## src/rtl/pattern_pkg.sv

```systemverilog
// Shared definitions for the PRBS seed-word pattern detector.
package pattern_pkg;

   localparam int unsigned N_W   = 8;
   localparam int unsigned CNT_W = 16;

   typedef enum logic [1:0] {
      ST_HUNT     = 2'd0,
      ST_LOCKED   = 2'd1,
      ST_DISABLED = 2'd2
   } state_t;

   // Byte idx of the seed word, MSB byte first; the bit index is {~idx, 3'b111}.
   function automatic logic [7:0] seq_byte(input logic [31:0] seq, input logic [1:0] idx);
      return seq[{~idx, 3'b111} -: 8];
   endfunction

endpackage

```

## src/rtl/pattern_detector_sat_counter.sv

```systemverilog
// Saturating up-counter; a clear takes priority over an increment.
module sat_counter #(
   parameter int unsigned W = 16
) (
   input  logic         clk,
   input  logic         rst,
   input  logic         clr,
   input  logic         inc,
   output logic [W-1:0] cnt
);

   logic [W-1:0] r_cnt;

   always_ff @(posedge clk or posedge rst) begin
      if (rst)
         r_cnt <= '0;
      else if (clr)
         r_cnt <= '0;
      else if (inc && (r_cnt != {W{1'b1}}))
         r_cnt <= r_cnt + W'(1);
   end

   assign cnt = r_cnt;

endmodule

```

## src/rtl/pattern_detector.sv

```systemverilog
// Hunts for n back-to-back copies of the 32-bit seed word in a byte stream,
// then locks and counts the pseudo-random tail bytes that follow.
module pattern_detector
   import pattern_pkg::*;
#(
   parameter int unsigned N_W   = pattern_pkg::N_W,
   parameter int unsigned CNT_W = pattern_pkg::CNT_W
) (
   input  logic             clk,
   input  logic             rst,
   input  logic             in_valid,
   input  logic [7:0]       data_in,
   input  logic [31:0]      seq,
   input  logic [N_W-1:0]   n,
   input  logic             clear,
   output logic             found,
   output logic             found_pulse,
   output logic [N_W-1:0]   rep_count,
   output logic [CNT_W-1:0] mismatch_cnt,
   output logic [CNT_W-1:0] tail_cnt,
   output logic [1:0]       state
);

   state_t         r_state;
   logic [1:0]     r_idx;
   logic [N_W-1:0] r_rep;
   logic           r_found;
   logic           r_found_pulse;

   logic           w_match;
   logic           w_restart;
   logic [N_W-1:0] w_rep_inc;
   logic           w_hunt_byte;
   logic           w_mis_inc;
   logic           w_tail_inc;

   assign w_match     = (data_in == seq_byte(seq, r_idx));
   assign w_restart   = (data_in == seq_byte(seq, 2'd0));
   assign w_rep_inc   = r_rep + N_W'(1);
   assign w_hunt_byte = !clear && in_valid && (r_state == ST_HUNT) && (n != '0);
   // Only a run that had actually started counts as broken.
   assign w_mis_inc   = w_hunt_byte && !w_match && ((r_idx != 2'd0) || (r_rep != '0));
   assign w_tail_inc  = !clear && in_valid && (r_state == ST_LOCKED);

   always_ff @(posedge clk or posedge rst) begin
      if (rst) begin
         r_state       <= ST_HUNT;
         r_idx         <= 2'd0;
         r_rep         <= '0;
         r_found       <= 1'b0;
         r_found_pulse <= 1'b0;
      end else begin
         r_found_pulse <= 1'b0;
         if (clear) begin
            r_state <= ST_HUNT;
            r_idx   <= 2'd0;
            r_rep   <= '0;
            r_found <= 1'b0;
         end else begin
            case (r_state)
               ST_HUNT: begin
                  if (n == '0) begin
                     r_state <= ST_DISABLED;
                  end else if (in_valid) begin
                     if (w_match) begin
                        r_idx <= r_idx + 2'd1;
                        if (r_idx == 2'd3) begin
                           r_rep <= w_rep_inc;
                           if (w_rep_inc == n) begin
                              r_found       <= 1'b1;
                              r_found_pulse <= 1'b1;
                              r_state       <= ST_LOCKED;
                           end
                        end
                     end else begin
                        r_rep <= '0;
                        r_idx <= w_restart ? 2'd1 : 2'd0;
                     end
                  end
               end
               ST_LOCKED: ;
               ST_DISABLED: begin
                  if (n != '0)
                     r_state <= ST_HUNT;
               end
               default: r_state <= ST_HUNT;
            endcase
         end
      end
   end

   sat_counter #(.W(CNT_W)) u_mismatch_cnt (
      .clk (clk),
      .rst (rst),
      .clr (clear),
      .inc (w_mis_inc),
      .cnt (mismatch_cnt)
   );

   sat_counter #(.W(CNT_W)) u_tail_cnt (
      .clk (clk),
      .rst (rst),
      .clr (clear),
      .inc (w_tail_inc),
      .cnt (tail_cnt)
   );

   assign found       = r_found;
   assign found_pulse = r_found_pulse;
   assign rep_count   = r_rep;
   assign state       = r_state;

endmodule

```

## config.mk

```make
export PLATFORM = sky130hd
export DESIGN_NAME = pattern_detector
export DESIGN_NICKNAME = d
export VERILOG_FILES = /design/src/rtl/pattern_pkg.sv /design/src/rtl/pattern_detector_sat_counter.sv /design/src/rtl/pattern_detector.sv
export SDC_FILE = /design/constraint.sdc
export NUM_CORES = 1
export LEC_CHECK = 0
export BUFFER_PORTS_ARGS = -buffer_cell sky130_fd_sc_hd__buf_2
export CAP_MARGIN = 40
export CORE_ASPECT_RATIO = 0.9
export CORE_MARGIN = 2
export CORE_UTILIZATION = 48
export DETAILED_ROUTE_END_ITERATION = 16
export PLACE_DENSITY_LB_ADDON = 0.1
export SLEW_MARGIN = 20
export SYNTH_ARGS = -nofsm -noshare
export SYNTH_HDL_FRONTEND = slang
export SYNTH_HIERARCHICAL = 1
export SYNTH_SLANG_ARGS = --single-unit
```

## constraint.sdc

```tcl
create_clock -name clk -period 3.2 [get_ports clk]
set_clock_uncertainty 0.05 [all_clocks]
set_input_delay 0.48 -clock clk [delete_from_list [all_inputs] [get_ports clk]]
set_output_delay 0.48 -clock clk [all_outputs]
set_load 0.005 [all_outputs]
```

== Yosys cells after proc, flatten, opt, wreduce, memory -nomap -nowiden ==
Index checks and enable logic that the tools add are counted.

* Output and inout bits: 44
* Logic and storage cells: 94
* Bits in registers: 46
* Input port bits: 52

* Bitwise logic cells: 1
* Muxes and demuxes: 38
* Equal/unequal tests: 16
* Shift operators: 1
* Add/subtract/negate cells: 4
* Reductions and logical operators: 27

{| class="wikitable"
|+ Operators by type and width
! cell !! number
|-
| $mux W16 || 4
|-
| $mux W8 || 6
|-
| $shiftx A39 B6 Y8 || 1
|-
| $add A16 B1 Y16 const B || 2
|-
| $ne A16 B16 Y1 const B || 2
|-
| $eq A8 B8 Y1 || 3
|-
| $mux W2 || 12
|-
| $reduce_bool A2 Y1 || 8
|-
| $reduce_bool A8 Y1 || 2
|-
| $mux W1 || 15
|-
| $reduce_and A6 Y1 || 2
|-
| $add A8 B1 Y8 const B || 1
|-
| $logic_and A1 B1 Y1 || 8
|-
| $logic_not A8 Y1 || 1
|-
| $ne A4 B2 Y1 const B || 2
|-
| $ne A4 B3 Y1 const B || 2
|-
| $pmux W2 S3 || 1
|-
| $eq A2 B2 Y1 const B || 2
|-
| $ne A2 B2 Y1 const B || 2
|-
| $reduce_and A4 Y1 || 1
|-
| $ne A3 B2 Y1 const B || 1
|-
| $ne A3 B3 Y1 const B || 1
|-
| $reduce_and A3 Y1 || 1
|-
| $add A2 B1 Y2 const B || 1
|-
| other kinds (5) || 6
|}

== Longest topological paths before layout ==
Gate-level depths: netlist (run 1).

* Depth after elaboration: 9
* Depth in mapped cells: 11

== By module ==
Netlist (run 1), hierarchy kept.

{| class="wikitable"
|+ Modules (own cells, without submodules)
! module !! cells each !! times used !! area an instance (µm²)
|-
| pattern_detector || 159 || 1 || 1482.7
|-
| sat_counter at u_mismatch_cnt || 101 || 1 || 932.1
|-
| sat_counter at u_tail_cnt || 101 || 1 || 922.1
|}

== Worst setup path before layout (run 1) ==
OpenSTA, ideal clock, no wires.

* Path kind: reg-to-reg
* Start: register r_idx[0]
* End: register u_mismatch_cnt.r_cnt[13] (netlist: u_mismatch_cnt/cnt[13])
* Setup time: 78 ps
* Data required time: 3072 ps
* Setup slack: 22 ps
* Path buffers: 2
* Data arrival time: 3051 ps
* Cell stages (with the launch flop): 12
* Cell sequence: dfrtp_1 > buf_6 > mux4_1 > xnor2_1 > nand4_1 > nor2_4 > a2111oi_0 > clkbuf_2 > nand3_1 > or4_4 > or4_1 > a21oi_1

* Longest elaborated chain between the ends: 8
* Elaborated cells on any way between the ends: 10
* Those cells by class: 1 x eq/ne; 1 x shift; 1 x bitwise; 7 x reduce/logical

{| class="wikitable"
|+ RTL lines
! element !! RTL line !! RTL
|-
| start, declared || pattern_detector.sv:25 || <nowiki>logic [1:0] r_idx;</nowiki>
|-
| start signal, assigned || pattern_detector.sv:66 || <nowiki>r_idx <= r_idx + 2'd1;</nowiki>
|-
| start signal, assigned || pattern_detector.sv:77 || <nowiki>r_idx <= w_restart ? 2'd1 : 2'd0;</nowiki>
|-
| $not A2 Y2 || pattern_pkg.sv:15 || <nowiki>return seq[{~idx, 3'b111} -: 8];</nowiki>
|-
| $shiftx A39 B6 Y8 || pattern_pkg.sv:15 ||
|-
| $eq A8 B8 Y1 || pattern_detector.sv:37 || <nowiki>assign w_match = (data_in == seq_byte(seq, r_idx));</nowiki>
|-
| $logic_not A1 Y1 || pattern_detector.sv:42 || <nowiki>assign w_mis_inc = w_hunt_byte && !w_match && ((r_idx != 2'd0) || (r_rep != '0));</nowiki>
|-
| $logic_and A1 B1 Y1 || pattern_detector.sv:42 ||
|-
| $logic_and A1 B1 Y1 (*) || pattern_detector.sv:42 ||
|-
| named net w_mis_inc || pattern_detector.sv:34 || <nowiki>logic w_mis_inc;</nowiki>
|-
| $logic_and A1 B1 Y1 (*) || pattern_detector_sat_counter.sv:19 || <nowiki>else if (inc && (r_cnt != {W{1'b1}}))</nowiki>
|-
| $reduce_bool A2 Y1 (no line) (*) || -- ||
|-
| end signal, assigned || pattern_detector_sat_counter.sv:20 || <nowiki>r_cnt <= r_cnt + W'(1);</nowiki>
|-
| end, declared || pattern_detector_sat_counter.sv:12 || <nowiki>logic [W-1:0] r_cnt;</nowiki>
|}

Mark *: on every way through the listed nets, which the timed path passes. The rest lies on a longest branch.
A chain may end at the register's enable or synchronous reset.

== Final worst setup path (run 1) ==
Same ends and word-level chain as after synthesis.

==> out/metrics.yaml, run 1 <==
status:
  run_status: "completed"
clock_tree:
  clk_pin_slew_worst_paths_ps: 90
  cts_tree: "yes"
  cts_buffers: 5
  htreeDepth: 2
  cts_root_buf: "clkbuf_8"
  clockBufferDepth: 2
  cts_hold_buf: 0
  clock-sinks: 46
  clk_latency_ps: 310
critical_path:
  critPathLaunchType: "register"
  critPathKind: "register to register"
  cp_cell_sequence: "buf_12, mux4_1, xnor2_1, nand4_1, nor2_4, a2111oi_4, buf_4, nand3_1, or4_4, or4_1, a21oi_1"
  critical-path-max-stage-delay_ps: 570
  critPathTopFamily: "simple AND/OR/NAND/NOR gates"
  critPathCaptureType: "register"
  crit_slowest_cell: "mux4_1"
  critPathRequiredTime_ps: 3380
  cp.arrival_ps: 3220
  path_max_fanout: 12
  crit_buf_inv: 2
global_route:
  grt_max_degree: 36
  antenna_found_initial: 0
  grt_pass1_vias: 2956
  grt-ovfl-total: 0
  grt_usage: 0.225
  grt_pass1_wl_um: 14200
sta:
  max_freq_mhz: 329
  grt_setup_unrepaired: "no"
  period_share: 0.949
  fin_crit_ps: 3040
  tightest_slew_ps: 791
  setup_violations: 0
  maxSlewHeadroom: 0.468
  finalSetupTns_ps: 0
  holdWs_ps: 194
  final_max_slew_viol_count: 0
  hold_viol: 0
placed_design:
  io_buffers: 95
  hpwl_um: 6200
  gp_congestion: 0.869
die:
  initial_core_util: 0.501
  die_h_um: 83.1
  dieArea_um2: 7640
  core.rowCount: 28
  core_um2: 6660
  num_io_pins: 96
  fp.dieW_um: 91.9
pwr:
  vdd_drop_max_mv: 0.141
  power_leakage_nw: 1.66
  power_density_nw_per_um2: 272
synth:
  syn_area_per_cell_um2: 9.24
  ys_seq_elements: 46
  synth_edf_count: 0
  yosysWarnings: 6
  synth_flop_cell: "dfrtp_1"
  synth_area_um2: 3340
  synthMostInstantiatedCell: "dfrtp_1"
  synthTopCellsByCount: "dfrtp_1 (46), a21oi_1 (31), nand2_1 (22)"
  async_reset_ff_frac: 1.00
  ys_top_cells_by_area: "dfrtp_1 (34%), xnor2_1 (5.5%), a21oi_1 (4.6%), mux4_1 (3.9%), nand3_1 (3.1%)"
  synth-seq-area-share: 0.345
  netlist_instances: 361
  synth_top_area_cell: "dfrtp_1"
  syn_nets: 419
  yosysUniqueCellTypes: 59
  synth_top_area_frac: 0.345
drt:
  ant_nets: 0
  post_drt_wl_per_cell_um: 15.8
  vias: 3262
  wl_um: 8590
  drc_errors: 0
  dr.first_iter.drc_count: 168
  via_per_inst: 6.01
  dr.pass1.iters: 7
final_layout:
  final_nets: 510
  area_growth_pct: 19.3
  drive_above_1_share: 0.296
  multiInputGateArea_um2: 2020
  fillers: 613
  ff_latch_area_um2: 1150
  antenna_cells: 0
run:
  maxCapViolCount: 0
min_path:
  hp-class: "input port to async pin"
[layout by cell type (no fill, tap or decap), drive strengths merged, types with 15 or more instances in the layout]
| cell | synthesis | routed |
|---|---|---|
| a21oi | 31 | 31 |
| buf | 4 | 102 |
| dfrtp | 46 | 46 |
| inv | 15 | 15 |
| nand2 | 22 | 22 |
| nand3 | 22 | 22 |
| nand4 | 17 | 17 |
| nor2 | 16 | 16 |
| o21ai | 17 | 17 |
| or3 | 16 | 16 |
| or4 | 18 | 18 |
| xnor2 | 21 | 21 |
[state kept, by name, indices dropped and copies added, names as in the netlist]
register and count:
found 1, found_pulse 1, r_idx 2, rep_count 8, state 2, u_mismatch_cnt/cnt 16
u_tail_cnt/cnt 16
[through the flow]
stage	instance area, µm²	worst slack, ps	util	total power, mW	std cells
floorplan	3340	21.5	-	0.658	361
global placement	3860	9.30	0.580	0.707	534
detailed placement	3860	-4.30	0.580	0.709	534
CTS	3970	32.6	0.596	1.10	543
global route	3980	27.1	0.598	1.14	543
finish	3980	163	0.598	1.08	543
[what timing repair did]
item,in CTS,in global routing
buffers inserted,1,0
setup endpoints to repair,1,5
gates resized for setup,0,3
gates cloned,0,0
[power breakdown]
part           internal (mW)  leakage [nW]  switching, mW
Combinational         0.0547         0.974         0.0621
Clock                  0.174        0.0472          0.211
Sequential             0.581         0.643       0.000110
Total                  0.810          1.66          0.273
[worst paths after layout]
check	startpoint	end	slack [ps]	cells past startpoint
max	r_idx[0]	u_mismatch_cnt/cnt[13]	160	11
min	rst	rep_count[3]	190	2
max reg2reg	r_idx[0]	u_mismatch_cnt/cnt[13]	160	11
min reg2reg	found	found	470	1
max in group asynchronous	rst	u_mismatch_cnt/cnt[7]	2470	2
min in group clk	found	found	470	1
[routing by layer]
metal  GRT usage  share of wire
met5           0              0
met4      0.0692          0.018
met3      0.0417          0.063
met2       0.366           0.48
met1       0.306           0.44
[cell type report]
cell class	count	share of cell area
clock inverter	2	0.00314
timing repair buffer	102	0.136
multi-input combinational	281	0.508
inverter	16	0.0151
tap	90	0.0283
clock buffer	6	0.0207
sequential	46	0.289
[cells by family after synthesis]
| group | count (synthesis) | synth area share |
|---|---|---|
| AOI/OAI and AO/OA | 81 | 0.153 |
| xor gates and xnor gates | 24 | 0.0630 |
| adders and majority gates | 6 | 0.0225 |
| buffers and inverters | 34 | 0.0540 |
| DFF | 46 | 0.345 |
| muxes | 16 | 0.0851 |
| and+or+nand+nor | 154 | 0.277 |
No activity file was read; power rests on OpenSTA's default activity.
==> inputs of run 2 (changes only) <==
--- a/config.mk
+++ b/config.mk
@@ -9,11 +9,10 @@
 export CAP_MARGIN = 40
 export CORE_ASPECT_RATIO = 0.9
 export CORE_MARGIN = 2
-export CORE_UTILIZATION = 48
+export CORE_UTILIZATION = 47
 export DETAILED_ROUTE_END_ITERATION = 16
 export PLACE_DENSITY_LB_ADDON = 0.1
 export SLEW_MARGIN = 20
 export SYNTH_ARGS = -nofsm -noshare
 export SYNTH_HDL_FRONTEND = slang
-export SYNTH_HIERARCHICAL = 1
 export SYNTH_SLANG_ARGS = --single-unit
==> run 2 against run 1 <==
Net effect: critical path depth is 5 lower; critical endpoint is now u_mismatch_cnt.cnt[13]; worst setup slack better by 150 ps; routed wire length is 12% lower; flip-flop and latch count stayed put; cell count is 2.6% lower; utilization is 2.2 points lower; design area is 4.7% lower; synthesized cell count is 3.3% lower; maximum frequency is 5.1% higher; via count is 12% lower; largest power group unchanged.
==> out/metrics.yaml, run 2 <==
status:
  run_status: "completed"
clock_tree:
  clock-sinks: 46  # unchanged
  htreeDepth: 2  # unchanged
  cts_hold_buf: 0  # unchanged
  cts_tree: "yes"
  clk_latency_ps: 310  # about the same
  cts_buffers: 5  # unchanged
  post_cts_resized: 0  # unchanged
  clockBufferDepth: 2  # unchanged
  clk_pin_slew_worst_paths_ps: 90  # about the same
  cts_root_buf: "clkbuf_8"
  post_cts_buffers: 0  # -1
synth:
  syn_area_per_cell_um2: 9.14  # -1.1%
  yosysUniqueCellTypes: 56  # -5.1%
  synth-seq-area-share: 0.361  # +0.0158
  yosysWarnings: 0  # -6
  netlist_instances: 349  # -3.3%
  async_reset_ff_frac: 1.00  # unchanged
  synthMostInstantiatedCell: "dfrtp_1"
  syn_nets: 407  # -2.9%
  ys_top_cells_by_area: "dfrtp_1 (36%), xnor2_1 (7.7%), mux4_1 (4.9%), nand2_1 (4.4%), xor2_1 (4.1%)"
  synth_top_area_cell: "dfrtp_1"
  synth_flop_cell: "dfrtp_1"
  synth_area_um2: 3190  # -4.4%
  synth_top_area_frac: 0.361  # +0.0158
  synthTopCellsByCount: "dfrtp_1 (46), nand2_1 (37), nor2_1 (32)"
  ys_seq_elements: 46  # unchanged
  synth_edf_count: 0  # unchanged
final_layout:
  area_growth_pct: 18.9
  final_common_cell: "buf_2"
  final_cell_mix: "buf_2 (95), dfrtp_1 (46), nand2_1 (37)"
  final_nets: 496  # -2.7%
  drive_above_1_share: 0.287  # -0.00879
  post-route-cell-area_um2: 3790  # -4.7%
  antenna_cells: 0  # unchanged
  fillers: 643  # +4.9%
min_path:
  hp-class: "input port to async pin"
run:
  maxCapViolCount: 0  # unchanged
sta:
  tightest_slew_ps: 657  # -135 ps
  hold_viol: 0  # unchanged
  period_share: 0.903  # -0.0456
  max_freq_mhz: 346  # +5.1%
  holdWs_ps: 79.4  # -114 ps
  fin_crit_ps: 2890  # -146 ps
  maxSlewHeadroom: 0.561  # +0.0929
  finalSetupTns_ps: 0  # unchanged
  final_max_slew_viol_count: 0  # unchanged
  grt_setup_unrepaired: "no"
  setup_violations: 0  # unchanged
drt:
  via_per_inst: 5.45  # -9.2%
  wl_um: 7530  # -12%
  drc_errors: 0  # unchanged
  post_drt_wl_per_cell_um: 14.2  # -10%
  ant_nets: 0  # unchanged
  dr.first_iter.drc_count: 103  # -39%
  vias: 2885  # -12%
  dr.pass1.iters: 4  # -3
critical_path:
  critPathCaptureType: "register"
  worstSetupStartpoint: "r_idx[0]"
  rr_startpoint: "r_idx[0]"
  r2r-end: "u_mismatch_cnt.cnt[13]"
  rr_worst_depth: 6  # -5
  critPathLaunchType: "register"
  path_max_fanout: 16  # +4
  reg2reg_slack_ps: 310  # +150 ps
  crit_end: "u_mismatch_cnt.cnt[13]"
  cp.arrival_ps: 3030  # -190 ps
  critPathKind: "register to register"
  critPathRequiredTime_ps: 3340  # -40 ps
placed_design:
  hpwl_um: 5600  # -9.7%
  io_buffers: 95  # unchanged
  postPlaceCellArea_um2: 3700  # -4.2%
  gp_congestion: 0.823  # -5.3%
global_route:
  grt_pass1_vias: 2636  # -11%
  antenna_found_initial: 0  # unchanged
  grt_usage: 0.206  # -0.0196
  grt_pass1_wl_um: 12300  # -13%
  grt_max_degree: 51  # +42%
  grt-ovfl-total: 0  # unchanged
die:
  core_um2: 6590  # -1.1%
  num_io_pins: 96  # unchanged
  fp.dieW_um: 90.9  # -1.1%
  die_h_um: 82.2  # -1.1%
  dieArea_um2: 7460  # -2.2%
  initial_core_util: 0.484  # -0.0169
  core.rowCount: 28  # unchanged
pwr:
  power_frac_clock: 0.348  # -0.007
  p_seq_frac: 0.539  # +0.002
  combPwrFrac: 0.113  # +0.005
  power_density_nw_per_um2: 284  # +4.5%
  p_sw_frac: 0.262  # +0.00945
  p_int_mw: 0.796  # -1.6%
  vdd_drop_max_mv: 0.238  # +69%
  power_switching_mw: 0.282  # +3.4%
  power_leakage_nw: 1.68  # +1.2%
==> run 2: changes by cell type in the layout (fill, tap and decap cells not counted), moves of 6 or more <==
cell,previous run,this run
o21ai_0,15,5
nor2_1,14,32
or4_1,14,1
xnor2_1,21,28
or3_1,15,9
xor2_1,3,15
a21oi_1,31,18
nor3_1,13,7
o31ai_1,12,0
nand2_1,22,37
o21ai_1,1,9
==> run 2: per-layer routing <==
metal  GRT usage  routed length [µm]  vias up
li1            -                   -     1430
met1       0.280                3630     1359
met2       0.334                3380       87
met3      0.0417                 415        9
met4      0.0682                 103        0
met5           0                   0        -
==> run 2: layout make-up <==
class | count | area [µm²] | share of cell area
clock buffer | 5 | 68.8 | 0.0181
clock inverter | 3 | 25.0 | 0.00660
inverter | 11 | 41.3 | 0.0109
multi-input combinational | 272 | 1850 | 0.489
sequential | 46 | 1150 | 0.303
tap | 90 | 113 | 0.0297
timing repair buffer | 102 | 541 | 0.142
==> run 2: worst max-delay path, cell delays in order, from the launching register on <==
cell	delay (ps)
dfrtp_1	700
mux4_1	650
xnor2_1	200
nand4_2	150
nor2_2	530
nor4_1	150
mux2_1	340
==> run 2: power groups by stage <==
stage | sequential, mW | combinational (mW) | clock, mW
2_1_floorplan | 0.593 | 0.0663 | 0
3_3_place_gp | 0.593 | 0.119 | 0
3_5_place_dp | 0.593 | 0.124 | 0
4_1_cts | 0.581 | 0.124 | 0.384
5_1_grt | 0.581 | 0.136 | 0.413
6_report | 0.581 | 0.122 | 0.375
==> run 2: worst min-delay path by stage <==
stage,slack (ps),from,depth (start not counted),endpoint
after global placement,450,state[0],1,state[1]
after floorplan,430,state[0],1,state[1]
after detailed placement,430,rst,2,u_mismatch_cnt.cnt[1]
final,80,rst,2,u_mismatch_cnt.cnt[1]
after global routing,100,rst,2,u_mismatch_cnt.cnt[1]
after CTS,90,rst,2,u_mismatch_cnt.cnt[1]
==> run 2: stage by stage <==
stage | instances | power (mW) | setup WS, ps | utilization
final | 529 | 1.08 | 309 | 0.576
after global routing | 529 | 1.13 | 45.1 | 0.576
after CTS | 529 | 1.09 | 275 | 0.576
after detailed placement | 521 | 0.717 | 269 | 0.562
after global placement | 520 | 0.712 | 367 | 0.559
after floorplan | 349 | 0.659 | 788 | -
==> run 2: cell families (layout without fill, tap and decap cells) <==
group | count (synthesis) | after routing | synth area share
fa+ha+maj | 6 | 6 | 0.0235
mux | 13 | 13 | 0.0804
xor+xnor | 43 | 43 | 0.118
flops | 46 | 46 | 0.361
compound gates | 51 | 51 | 0.0996
simple gates | 159 | 159 | 0.260
buf+inv | 31 | 121 | 0.0580
